File: config.mk
export PLATFORM = sky130hd
export DESIGN_NAME = tube_readout
export DESIGN_NICKNAME = d
export VERILOG_FILES = /design/src/rtl/tube_readout_pkg.sv /design/src/rtl/tube_readout_serializer.sv /design/src/rtl/tube_readout.sv
export SDC_FILE = /design/constraint.sdc
export NUM_CORES = 1
export LEC_CHECK = 0
export ABC_AREA = 1
export CORE_UTILIZATION = 58
export CTS_BUF_LIST = sky130_fd_sc_hd__clkbuf_16
export DETAILED_ROUTE_END_ITERATION = 7
export MAX_ROUTING_LAYER = met4
export PLACE_DENSITY = 0.86
export SLEW_MARGIN = 20
export SYNTH_ARGS = -nofsm -noshare
export SYNTH_HDL_FRONTEND = slang
export SYNTH_SLANG_ARGS = --single-unit
export TNS_END_PERCENT = 50
File: constraint.sdc
create_clock -name clk -period 5 [get_ports clk]
set_clock_uncertainty 0.2 [all_clocks]
set_input_delay 0.75 -clock clk [delete_from_list [all_inputs] [get_ports clk]]
set_output_delay 0.75 -clock clk [all_outputs]
set_load 0.05 [all_outputs]
File: src/rtl/tube_readout_pkg.sv
// Shared types and constants for the tube readout sequencer and its
// packet serializer.
package tube_readout_pkg;

    // Event sequencer states.
    typedef enum logic [1:0] {
        IDLE   = 2'd0,
        WINDOW = 2'd1,
        SNAP   = 2'd2,
        SEND   = 2'd3
    } tube_state_e;

    // Width of one tube cycle count.
    localparam int TUBE_CNT_W = 8;

    // Packet header layout: sequence number, then hit mask, then counts.
    localparam int HDR_SEQ   = 0;
    localparam int HDR_MASK  = 1;
    localparam int HDR_BYTES = 2;

    // Byte index register width; covers packets of up to 8 tubes + header.
    localparam int IDX_W = 4;

endpackage

File: src/rtl/tube_readout_serializer.sv
// Packet serializer: captures the tube snapshot, hit mask and sequence
// number on load, then streams them as bytes over a valid/ready link.
//
// Handshake: a byte transfers on every rising edge where out_valid_o and
// out_ready_i are both high. While out_valid_o is high and out_ready_i is
// low, out_data_o and out_last_o are held unchanged. out_valid_o never
// drops before the byte it qualifies has transferred.
module readout_serializer
    import tube_readout_pkg::*;
#(
    parameter int NUM_TUBES = 8
) (
    input  logic                            clk,
    input  logic                            clr,
    input  logic                            load_i,
    input  logic [NUM_TUBES*TUBE_CNT_W-1:0] snap_i,
    input  logic [7:0]                      mask_i,
    input  logic [7:0]                      seq_i,
    input  logic                            out_ready_i,
    output logic [7:0]                      out_data_o,
    output logic                            out_valid_o,
    output logic                            out_last_o,
    output logic                            done_o
);

    localparam logic [IDX_W-1:0] LAST_IDX = IDX_W'(NUM_TUBES + HDR_BYTES - 1);

    // Shadow copy of every tube count, frozen for the duration of the packet.
    logic [NUM_TUBES-1:0][TUBE_CNT_W-1:0] shadow_q;
    logic [7:0]                           mask_q;
    logic [IDX_W-1:0]                     idx_q;
    logic [7:0]                           data_q;
    logic                                 valid_q;
    logic                                 last_q;

    logic                                 fire;
    logic [IDX_W-1:0]                     idx_d;
    logic [7:0]                           data_d;

    assign fire = valid_q && out_ready_i;

    // Select the byte that follows the one currently presented.
    always_comb begin
        idx_d  = idx_q + 1'b1;
        data_d = 8'h00;
        if (idx_d == IDX_W'(HDR_MASK)) begin
            data_d = mask_q;
        end
        for (int i = 0; i < NUM_TUBES; i++) begin
            if (idx_d == IDX_W'(i + HDR_BYTES)) begin
                data_d = shadow_q[i];
            end
        end
    end

    // Snapshot capture, byte index and registered output stage.
    always_ff @(posedge clk) begin
        if (clr) begin
            shadow_q <= '0;
            mask_q   <= 8'h00;
            idx_q    <= '0;
            data_q   <= 8'h00;
            valid_q  <= 1'b0;
            last_q   <= 1'b0;
        end else if (load_i) begin
            // The sequence number is the first byte, so present it at once.
            shadow_q <= snap_i;
            mask_q   <= mask_i;
            idx_q    <= IDX_W'(HDR_SEQ);
            data_q   <= seq_i;
            valid_q  <= 1'b1;
            last_q   <= 1'b0;
        end else if (fire) begin
            if (last_q) begin
                valid_q <= 1'b0;
                last_q  <= 1'b0;
                data_q  <= 8'h00;
                idx_q   <= '0;
            end else begin
                idx_q  <= idx_d;
                data_q <= data_d;
                last_q <= (idx_d == LAST_IDX);
            end
        end
    end

    assign out_data_o  = data_q;
    assign out_valid_o = valid_q;
    assign out_last_o  = last_q;
    assign done_o      = fire && last_q;

endmodule

File: src/rtl/tube_readout.sv
// Event sequencer for the tube array: on trigger, release the tube clear,
// open the latch gate for a fixed window, snapshot every tube count and
// hand the snapshot to the serializer for transmission to the host link.
module tube_readout
    import tube_readout_pkg::*;
#(
    parameter int NUM_TUBES     = 8,
    parameter int WINDOW_CYCLES = 200
) (
    input  logic                            clk,
    input  logic                            clr,
    input  logic                            trigger,
    input  logic [NUM_TUBES*TUBE_CNT_W-1:0] tube_data,
    output logic                            tube_clr,
    output logic                            gate_enable,
    output logic [7:0]                      out_data,
    output logic                            out_valid,
    output logic                            out_last,
    input  logic                            out_ready,
    output logic                            busy,
    output logic                            trig_dropped,
    output tube_state_e                     state_dbg
);

    localparam logic [7:0] WIN_LAST  = 8'(WINDOW_CYCLES - 1);
    localparam logic [7:0] WIN_LIMIT = 8'(WINDOW_CYCLES);

    tube_state_e state_q;
    logic [7:0]  win_cnt_q;
    logic [7:0]  seq_q;
    logic        tube_clr_q;
    logic        gate_q;
    logic        busy_q;
    logic        drop_q;

    logic [7:0]  hit_mask_d;
    logic        snap_load;
    logic        ser_done;

    // A tube that fired stopped counting before the window closed, so its
    // count is strictly below the window length; unused mask bits stay 0.
    always_comb begin
        hit_mask_d = 8'h00;
        for (int i = 0; i < NUM_TUBES; i++) begin
            hit_mask_d[i] = (tube_data[TUBE_CNT_W*i +: TUBE_CNT_W] < WIN_LIMIT);
        end
    end

    assign snap_load = (state_q == SNAP);

    // Event sequencer with registered tube controls, busy and drop pulse.
    always_ff @(posedge clk) begin
        if (clr) begin
            state_q    <= IDLE;
            win_cnt_q  <= 8'h00;
            seq_q      <= 8'h00;
            tube_clr_q <= 1'b1;
            gate_q     <= 1'b0;
            busy_q     <= 1'b0;
            drop_q     <= 1'b0;
        end else begin
            drop_q <= trigger && (state_q != IDLE);
            case (state_q)
                IDLE: begin
                    if (trigger) begin
                        state_q    <= WINDOW;
                        win_cnt_q  <= 8'h00;
                        tube_clr_q <= 1'b0;
                        gate_q     <= 1'b1;
                        busy_q     <= 1'b1;
                    end
                end
                WINDOW: begin
                    if (win_cnt_q == WIN_LAST) begin
                        // Close the gate but keep counts uncleared for the snapshot.
                        state_q <= SNAP;
                        gate_q  <= 1'b0;
                    end else begin
                        win_cnt_q <= win_cnt_q + 8'd1;
                    end
                end
                SNAP: begin
                    state_q    <= SEND;
                    tube_clr_q <= 1'b1;
                end
                SEND: begin
                    if (ser_done) begin
                        state_q <= IDLE;
                        seq_q   <= seq_q + 8'd1;
                        busy_q  <= 1'b0;
                    end
                end
                default: begin
                    state_q    <= IDLE;
                    tube_clr_q <= 1'b1;
                    gate_q     <= 1'b0;
                    busy_q     <= 1'b0;
                end
            endcase
        end
    end

    readout_serializer #(
        .NUM_TUBES (NUM_TUBES)
    ) u_serializer (
        .clk         (clk),
        .clr         (clr),
        .load_i      (snap_load),
        .snap_i      (tube_data),
        .mask_i      (hit_mask_d),
        .seq_i       (seq_q),
        .out_ready_i (out_ready),
        .out_data_o  (out_data),
        .out_valid_o (out_valid),
        .out_last_o  (out_last),
        .done_o      (ser_done)
    );

    assign tube_clr     = tube_clr_q;
    assign gate_enable  = gate_q;
    assign busy         = busy_q;
    assign trig_dropped = drop_q;
    assign state_dbg    = state_q;

endmodule

---- Word-level counts from Yosys, hierarchy flattened ----
Cells that the tools add are included.
Widths: inputs -> output; s select.
operators by class
  reductions and logical operators ........ 18
  add/subtract/negate cells ............... 3
  muxes and demuxes ....................... 31
  multiply operators ...................... 0
  $lt $le $gt $ge ......................... 8
  shift operators ......................... 0
  bitwise logic cells ..................... 0
  eq/ne operators ......................... 17
  divide/modulo/power cells ............... 0
operator list
  operator             number
  $mux 8               14
  $lt 8x8->1 const B   8
  $add 8x1->8 const B  2
  $eq 4x3->1 const B   4
  $pmux 8 s2           1
  $reduce_and 3->1     4
  $reduce_bool 2->1    6
  $eq 4x2->1 const B   2
  $eq 4x4->1 const B   2
  $eq 8x8->1 const B   1
  $mux 1               8
  $ne 2x2->1 const B   4
  $pmux 2 s4           1
  $mux 2               3
  $pmux 1 s2           3
  $reduce_and 2->1     3
  $add 4x1->4 const B  1
  $eq 2x2->1 const B   2
  $eq 4x1->1 const B   1
  $mux 4               1
  $logic_and 1x1->1    3
  $eq 2x1->1 const B   1
  $logic_not 2->1      1
  $reduce_or 2->1      1
word-level totals
  memories ................................ 0
  bits in latches ......................... 0
  register bits ........................... 108
  bits in read-only memories .............. 0
  RAM bits ................................ 0

---- Longest topological paths before layout ----
Gate-level depths: netlist of the first run.
  depth after elaboration ................. 14
  depth in mapped cells ................... 15
  depth with buffers taken out ............ 14

---- Cells and area by module ----
From an unflattened synthesis of the first run, not the netlist that was laid out.
unflattened totals
  cell total of the unflattened synthesis .. 817
  area, all modules ....................... 5470.2 sq um
modules (own cells, without submodules)
  module              sequential area each (sq um)  area each (sq um)  cells an instance  times used
  readout_serializer  1721.7                        4131.5             622                1
  tube_readout        440.4                         1338.8             195                1

---- Worst setup path before layout of the first run ----
Ideal clock, no wire load.
  path kind ............................... flip-flop to flip-flop
  start point ............................. register state_q[0] (netlist: state_dbg[0])
  end point ............................... register win_cnt_q[7]
  path slack .............................. 2.588 ns
  required time ........................... 4.689 ns
  library setup time ...................... 0.111 ns
  buffers on the path ..................... 0
  stages on the path, launching flop included .. 12
  data arrival time ....................... 2.101 ns
  cells stage by stage .................... dfxtp_1 inv_1 ha_1 inv_1 nor2_1 a21oi_1 nand2_1 nor3_1 nand4_1 xnor2_1 inv_1 nor2_1
on the way
  longest elaborated chain between the ends .. 3
RTL lines
  element                                                           line                RTL
  start, declared                                                   tube_readout.sv:28  tube_state_e state_q;
  start signal, assigned                                            tube_readout.sv:54  state_q <= IDLE;
  start signal, assigned                                            tube_readout.sv:66  state_q <= WINDOW;
  start signal, assigned                                            tube_readout.sv:76  state_q <= SNAP;
  $eq 2x1->1 or $logic_not 2->1 (tied branches)                     tube_readout.sv:63  case (state_q)
  $ne 2x2->1 (no source line) or $reduce_bool 2->1 (tied branches)  --
  $reduce_and 3->1 (no source line)                                 --
  end signal, assigned                                              tube_readout.sv:79  win_cnt_q <= win_cnt_q + 8'd1;
  end, declared                                                     tube_readout.sv:29  logic [7:0] win_cnt_q;
Parallel ways exist; a longest one is shown, timed or not.
A chain may end at the register's enable or synchronous reset.

---- Worst setup path in the final report of the first run ----
  start point ............................. input port out_ready
  end point ............................... register seq_q[7]
on the way
  longest elaborated chain between the ends .. 3
RTL lines
  element                            line                           RTL
  start, declared                    tube_readout.sv:19             input logic out_ready,
  $logic_and 1x1->1                  tube_readout_serializer.sv:40  assign fire = valid_q && out_ready_i;
  $logic_and 1x1->1                  tube_readout_serializer.sv:90  assign done_o = fire && last_q;
  $reduce_and 2->1 (no source line)  --
  end signal, assigned               tube_readout.sv:89             seq_q <= seq_q + 8'd1;
  end, declared                      tube_readout.sv:30             logic [7:0] seq_q;
No other way between the ends.

==> results of run 1 <==
[through the flow]
stage | hold slack [ns] | power, mW | worst slack [ns] | cell area (µm²) | std cells
2_1_floorplan | 0.214 | 1.77 | 2.59 | 5100 | 744
3_3_place_gp | 0.226 | 2.00 | 1.97 | 5940 | 899
3_5_place_dp | 0.237 | 2.04 | 1.88 | 5940 | 899
4_1_cts | 0.255 | 2.76 | 2.22 | 6240 | 914
5_1_grt | 0.278 | 2.93 | 1.92 | 6240 | 914
6_report | 0.253 | 2.76 | 2.17 | 6240 | 914
[cell type report]
cell class | instances | share of cell area, %
multi-input combinational | 494 | 38.3
sequential | 108 | 34.7
timing repair buffer | 88 | 13.9
inverter | 104 | 6.26
clock buffer | 9 | 3.61
tap | 105 | 2.11
clock inverter | 6 | 1.12
[layer usage]
layer | global-route usage [%] | vias to the layer above
met1 | 35.1 | 2296
met2 | 53.1 | 182
met4 | 10.4 | 0
met5 | - | -
met3 | 4.50 | 25
li1 | - | 2524
[Yosys cell counts, drive strengths merged, types with 2 or more instances]
library cell / n
nand2: 136
dfxtp: 108
inv: 104
o21ai: 97
nor2: 94
a21oi: 62
nand3: 32
clkbuf: 29
nand4: 29
nor3: 11
ha: 10
buf: 9
or2: 7
a211oi: 5
o311ai: 3
xnor2: 2
[report_power, final]
group / internal, mW / switching [mW]
Combinational: 0.298 / 0.597
Sequential: 1.06 / 0.0903
Clock: 0.391 / 0.328
Total: 1.75 / 1.02
[state kept, by name, summed over array words and instances, names as in the netlist]
register                  count
u_serializer.shadow_q        64
seq_q                         8
u_serializer.mask_q           8
u_serializer.out_data_o       8
win_cnt_q                     8
u_serializer.idx_q            4
state_dbg                     2
busy                          1
gate_enable                   1
trig_dropped                  1
tube_clr                      1
u_serializer.out_last_o       1
u_serializer.out_valid_o      1
[critical path: cells and delay by family]
| family | cells | cell delay [ns] |
|---|---|---|
| AO/OA/AOI/OAI | 2 | 0.21 |
| buffers and inverters | 3 | 0.63 |
| AND/OR/NAND/NOR | 7 | 1.27 |
[path summary, 6_finish.rpt]
path / end / from / cells after the start
worst min register to register: u_serializer.shadow_q[52] / u_serializer.shadow_q[52] / 2
worst max-delay path: seq_q[7] / out_ready / 12
worst max register to register: u_serializer.out_data_o[0] / u_serializer.idx_q[1] / 12
worst min-delay path: u_serializer.shadow_q[52] / u_serializer.shadow_q[52] / 2
[kinds of logic (layout without fill, tap and decap cells)]
group / after synthesis / count (layout)
and+or+nand+nor: 310 / 310
AOI/OAI and AO/OA: 171 / 171
buffers and inverters: 142 / 207
DFF: 108 / 108
adders and majority gates: 10 / 10
xor gates and xnor gates: 3 / 3
==> impl_metrics.yaml, run 1 <==
yosys:
  synth_xor_xnor_area_share_pct: 0.662
  yosysSeqAreaShare_pct: 42.4
  synth-compound-area-share_pct: 17.6
  synth-seq-cells: 108
  netlist_area_um2: 5100
  synth-simple-area-share_pct: 26.1
  syn_avg_cell_area_um2: 6.86
  synth_fa_ha_area_share_pct: 2.45
  synth_top_cell_by_area: "dfxtp_1"
  synth-edff-count: 0
  synth_cell_types: 34
  synthCells: 744
  yosysWarnings: 0
  postSynth.asyncResetShare_pct: 0
  yosys.area.top_type_share_pct: 42.4
  synth_mux_area_share_pct: 0
  ys.flop_type: "dfxtp_1"
  syn_nets: 822
  synth_top_family_by_area: "simple AND/OR/NAND/NOR gates"
  ys_top_cells_by_area: "dfxtp_1 42%, nand2_1 9.8%, o21ai_0 9.5%"
route:
  vias: 5027
  top_layer: "met4"
  avgViaCountPerCell: 5.50
  drc: 0
  routed_wirelength_um: 12800
  wl_met1_um: 5380
  dr_wl_met2_um: 6520
  dr.pass1.iters: 5
  drt_iter0_markers: 305
  ant_nets: 0
  wl_met3_um: 636
  routedWlPerCell_um: 14.0
job:
  max_cap_viol_count: 0
timing:
  drv_slew: 0
  fin_crit_sh_pct: 56.6
  tns_ns: 0
  tightest_slew_ns: 0.824
  setup_viol: 0
  clock.fmax_mhz: 353
  relSlewSlack_pct: 44.8
  finalHoldViolCount: 0
  rsz0062_at_grt: "no"
  layout_min_cycle_time_ns: 2.83
worst_setup_path:
  cpMostUsedCell: "nand2_1"
  path_cells: "clkdlybuf4s50_1 -> nand2_1 -> nor2_1 -> nand2_1 -> inv_1 -> nand4_1 -> nor2_1 -> inv_1 -> nor3_1 -> nand2_1 -> o21ai_0 -> a21oi_1"
  cp.arrival_ns: 2.86
  r2r_slack_ns: 2.19
  crit_slowest_cell: "clkdlybuf4s50_1"
  path_max_fanout: 15
  cp_slowest_stage_delay_ns: 0.45
  endpoint_kind: "flip-flop"
  worstSetupStartpointType: "input port"
  cp_data_required_time_ns: 5.03
  path_class: "in2reg"
global_routing:
  grt_max_degree: 58
  grt_overflow: 0
  antenna_found_initial: 0
  grt_pass1_vias: 4688
  grt_usage_pct: 30.2
  grt_pass1_wl_um: 20800
floorplanning:
  io_pins: 84
  die_w_um: 95.8
  dieArea_um2: 9180
  start_util_pct: 60.9
  row_count: 33
  coreArea_um2: 8380
  die_h_um: 95.8
cells_and_area:
  nets: 883
  seqCellArea_um2: 2160
  final_common_cell: "nand2_1"
  syn2layout_area_growth_pct: 22.3
  final_cell_mix: "133 x nand2_1, 108 x dfxtp_1, 98 x inv_1"
  finish.utilization_pct: 74.4
  multi_input_area_um2: 2390
  diodes: 0
  drive_gt1_share_pct: 5.07
  fillers: 656
place:
  finalWeightedCongestion: 0.861
  port-buffer-count: 83
  hpwl_um: 8920
clock_network:
  clock-sinks: 108
  cts_tree: "built"
  ctsResizeCount: 0
  holdBufCountCts: 0
  cts.reportedPaths.clkPinSlew_ns: 0.07
  htreeDepth: 3
  cts_buffers: 9
  clock_latency_ns: 0.35
  clockBufferDepth: 2
  post_cts_buffers: 0
  cts-root-buf: "clkbuf_16"
run_status:
  status: "finished clean"
power_and_ir_drop:
  peakVddDrop_mv: 0.250
  p_per_area_nw_per_um2: 443
  leakage_nw: 2.54
hold_path:
  hp-class: "reg2reg"
Power figures use the tool's default switching activity.
==> inputs of run 2 (changes only) <==
--- a/config.mk
+++ b/config.mk
@@ -6,11 +6,11 @@
 export NUM_CORES = 1
 export LEC_CHECK = 0
 export ABC_AREA = 1
-export CORE_UTILIZATION = 58
+export CORE_UTILIZATION = 48
 export CTS_BUF_LIST = sky130_fd_sc_hd__clkbuf_16
 export DETAILED_ROUTE_END_ITERATION = 7
 export MAX_ROUTING_LAYER = met4
-export PLACE_DENSITY = 0.86
+export PLACE_DENSITY = 0.76
 export SLEW_MARGIN = 20
 export SYNTH_ARGS = -nofsm -noshare
 export SYNTH_HDL_FRONTEND = slang
==> constraint.sdc (replaced) <==
create_clock -name clk -period 2.48 [get_ports clk]
set_clock_uncertainty 0.2 [all_clocks]
set_input_delay 0.372 -clock clk [delete_from_list [all_inputs] [get_ports clk]]
set_output_delay 0.372 -clock clk [all_outputs]
set_load 0.05 [all_outputs]
==> run 2 against run 1 <==
Worst setup slack worse by 2.0 ns. Die area grew 20%. Routed wire length decreased by 0.15%. Sequential power up 100%. Final cell count rose by 4.6%. Hold slack improved by 0.0043 ns. Critical path depth fell by 1. Final area grew 2.6%. Sequential share of layout area shrank 0.87 points. Power up 100%. Critical path type is now reg2reg.
==> impl_metrics.yaml, run 2 (same netlist as run 1, synthesis figures left out) <==
route:
  wl_met1_um: 5570
  top_layer: "met4"
  drt_iter0_markers: 300
  routed_wirelength_um: 12800
  drc: 0
  avgViaCountPerCell: 5.30
  dr_wl_met2_um: 6220
  vias: 5071
  ant_nets: 0
  routedWlPerCell_um: 13.3
  wl_met3_um: 693
  dr.pass1.iters: 4
place:
  hpwl_um: 9270
  port-buffer-count: 83
  dp_worst_setup_slack_ns: 0.106
  finalWeightedCongestion: 0.901
  place_area_um2: 6100
timing:
  rsz0062_at_grt: "no"
  tightest_slew_ns: 0.540
  setup_viol: 0
  layout_min_cycle_time_ns: 2.29
  fin_crit_sh_pct: 92.4
  finalHoldViolCount: 0
  relSlewSlack_pct: 63.9
  clock.fmax_mhz: 437
  tns_ns: 0
  fin_ws_ns: 0.189
  drv_slew: 0
clock_network:
  cts-root-buf: "clkbuf_16"
  cts.reportedPaths.clkPinSlew_ns: 0.07
  holdBufCountCts: 0
  cts_buffers: 9
  cts_tree: "built"
  clockBufferDepth: 2
  clock-sinks: 108
  clock_latency_ns: 0.34
  htreeDepth: 3
cells_and_area:
  final_cell_mix: "133 x nand2_1, 107 x dfxtp_1, 98 x inv_1"
  top_register: "u_serializer.shadow_q"
  design_area_um2: 6400
  drive_gt1_share_pct: 6.59
  finish.utilization_pct: 62.0
  largest_reg_flops: 64
  nets: 893
  syn2layout_area_growth_pct: 25.5
  final_common_cell: "nand2_1"
  diodes: 0
power_and_ir_drop:
  p_per_area_nw_per_um2: 884
  switching_share_pct: 36.5
  peakVddDrop_mv: 0.541
  seqPwrFrac_pct: 40.9
  p_sw_mw: 2.06
  leakage_nw: 2.61
  p_int_mw: 3.60
  power_mw: 5.66
  combinationalPowerShare_pct: 33.5
  clockPowerShare_pct: 25.6
global_routing:
  grt_max_degree: 66
  antenna_found_initial: 0
  grt_pass1_vias: 4746
  grt_pass1_wl_um: 21100
  grt_usage_pct: 24.4
  grt_overflow: 0
floorplanning:
  row_count: 37
  coreArea_um2: 10300
  dieArea_um2: 11000
  start_util_pct: 49.4
  io_pins: 84
  die_w_um: 105
  die_h_um: 105
hold_path:
  hp-class: "reg2reg"
worst_setup_path:
  worstSetupStartpointType: "flip-flop"
  cp.arrival_ns: 2.37
  r2r_slack_ns: 0.19
  path_cells: "inv_1 -> ha_1 -> inv_1 -> nor2_1 -> a21oi_1 -> nand2_1 -> nor3_1 -> nand2_1 -> nor2_1 -> o21ai_0 -> a21oi_1"
  path_max_fanout: 6
  path_class: "reg2reg"
  endpoint_kind: "flip-flop"
  crit_slowest_cell: "dfxtp_1"
  crit_buf_inv: 2
  cp_slowest_stage_delay_ns: 0.40
  cp_data_required_time_ns: 2.56
  crit_family: "simple AND/OR/NAND/NOR gates"
job:
  max_cap_viol_count: 0
run_status:
  status: "finished clean"
-- run 2: cell types whose count changed in the layout (fill, tap and decap cells not counted), sizes merged --
cell      change
clkinv        +1
buf          +10
clkinvlp      +1
inv           -1
-- run 2: final cells by class --
class / instances / area, µm²
Clock buffer: 9 / 225
Clock inverter: 7 / 73.8
Fill cell: 911 / 3920
Inverter: 104 / 390
Multi-Input combinational cell: 494 / 2400
Sequential cell: 108 / 2160
Tap cell: 136 / 170
Timing Repair Buffer: 98 / 981
-- run 2: per-stage QoR --
stage,hold slack [ns],cells
5_1_grt,0.273,956
3_5_place_dp,0.240,940
3_3_place_gp,0.238,940
2_1_floorplan,0.214,744
4_1_cts,0.256,956
6_report,0.258,956
-- run 2: routing by layer --
metal,up-vias,track usage (%)
li1,2554,-
met1,2319,28.3
met2,176,42.3
met3,22,3.56
met4,0,9.86
met5,-,-
-- run 2: power groups by stage --
stage | combinational [mW] | sequential, mW | clock [mW]
floorplan | 1.13 | 2.45 | 0
CTS | 1.89 | 2.31 | 1.47
global placement | 1.82 | 2.33 | 0
finish | 1.89 | 2.32 | 1.45
detailed placement | 1.88 | 2.35 | 0
global route | 2.14 | 2.36 | 1.53
-- run 2: timing repair --
| item | CTS | global route |
|---|---|---|
| setup buffers | 0 | 0 |
| gates resized for setup | 0 | 3 |
| setup endpoints to repair | 0 | 8 |
-- run 2: final timing paths --
| kind | cells past startpoint | startpoint | endpoint |
|---|---|---|---|
| max | 11 | state_dbg[0] | win_cnt_q[6] |
| min | 2 | u_serializer.shadow_q[33] | u_serializer.shadow_q[33] |
| min reg2reg | 2 | u_serializer.shadow_q[33] | u_serializer.shadow_q[33] |
| max reg2reg | 11 | state_dbg[0] | win_cnt_q[6] |
-- run 2: worst register-to-register path, delay by kind of cell (launching register included) --
family                     cells  cell delay [ns]
adders and majority gates      1             0.24
and+or+nand+nor                5             0.79
buffers and inverters          2             0.21
AOI/OAI and AO/OA              3             0.39
DFF                            1             0.40
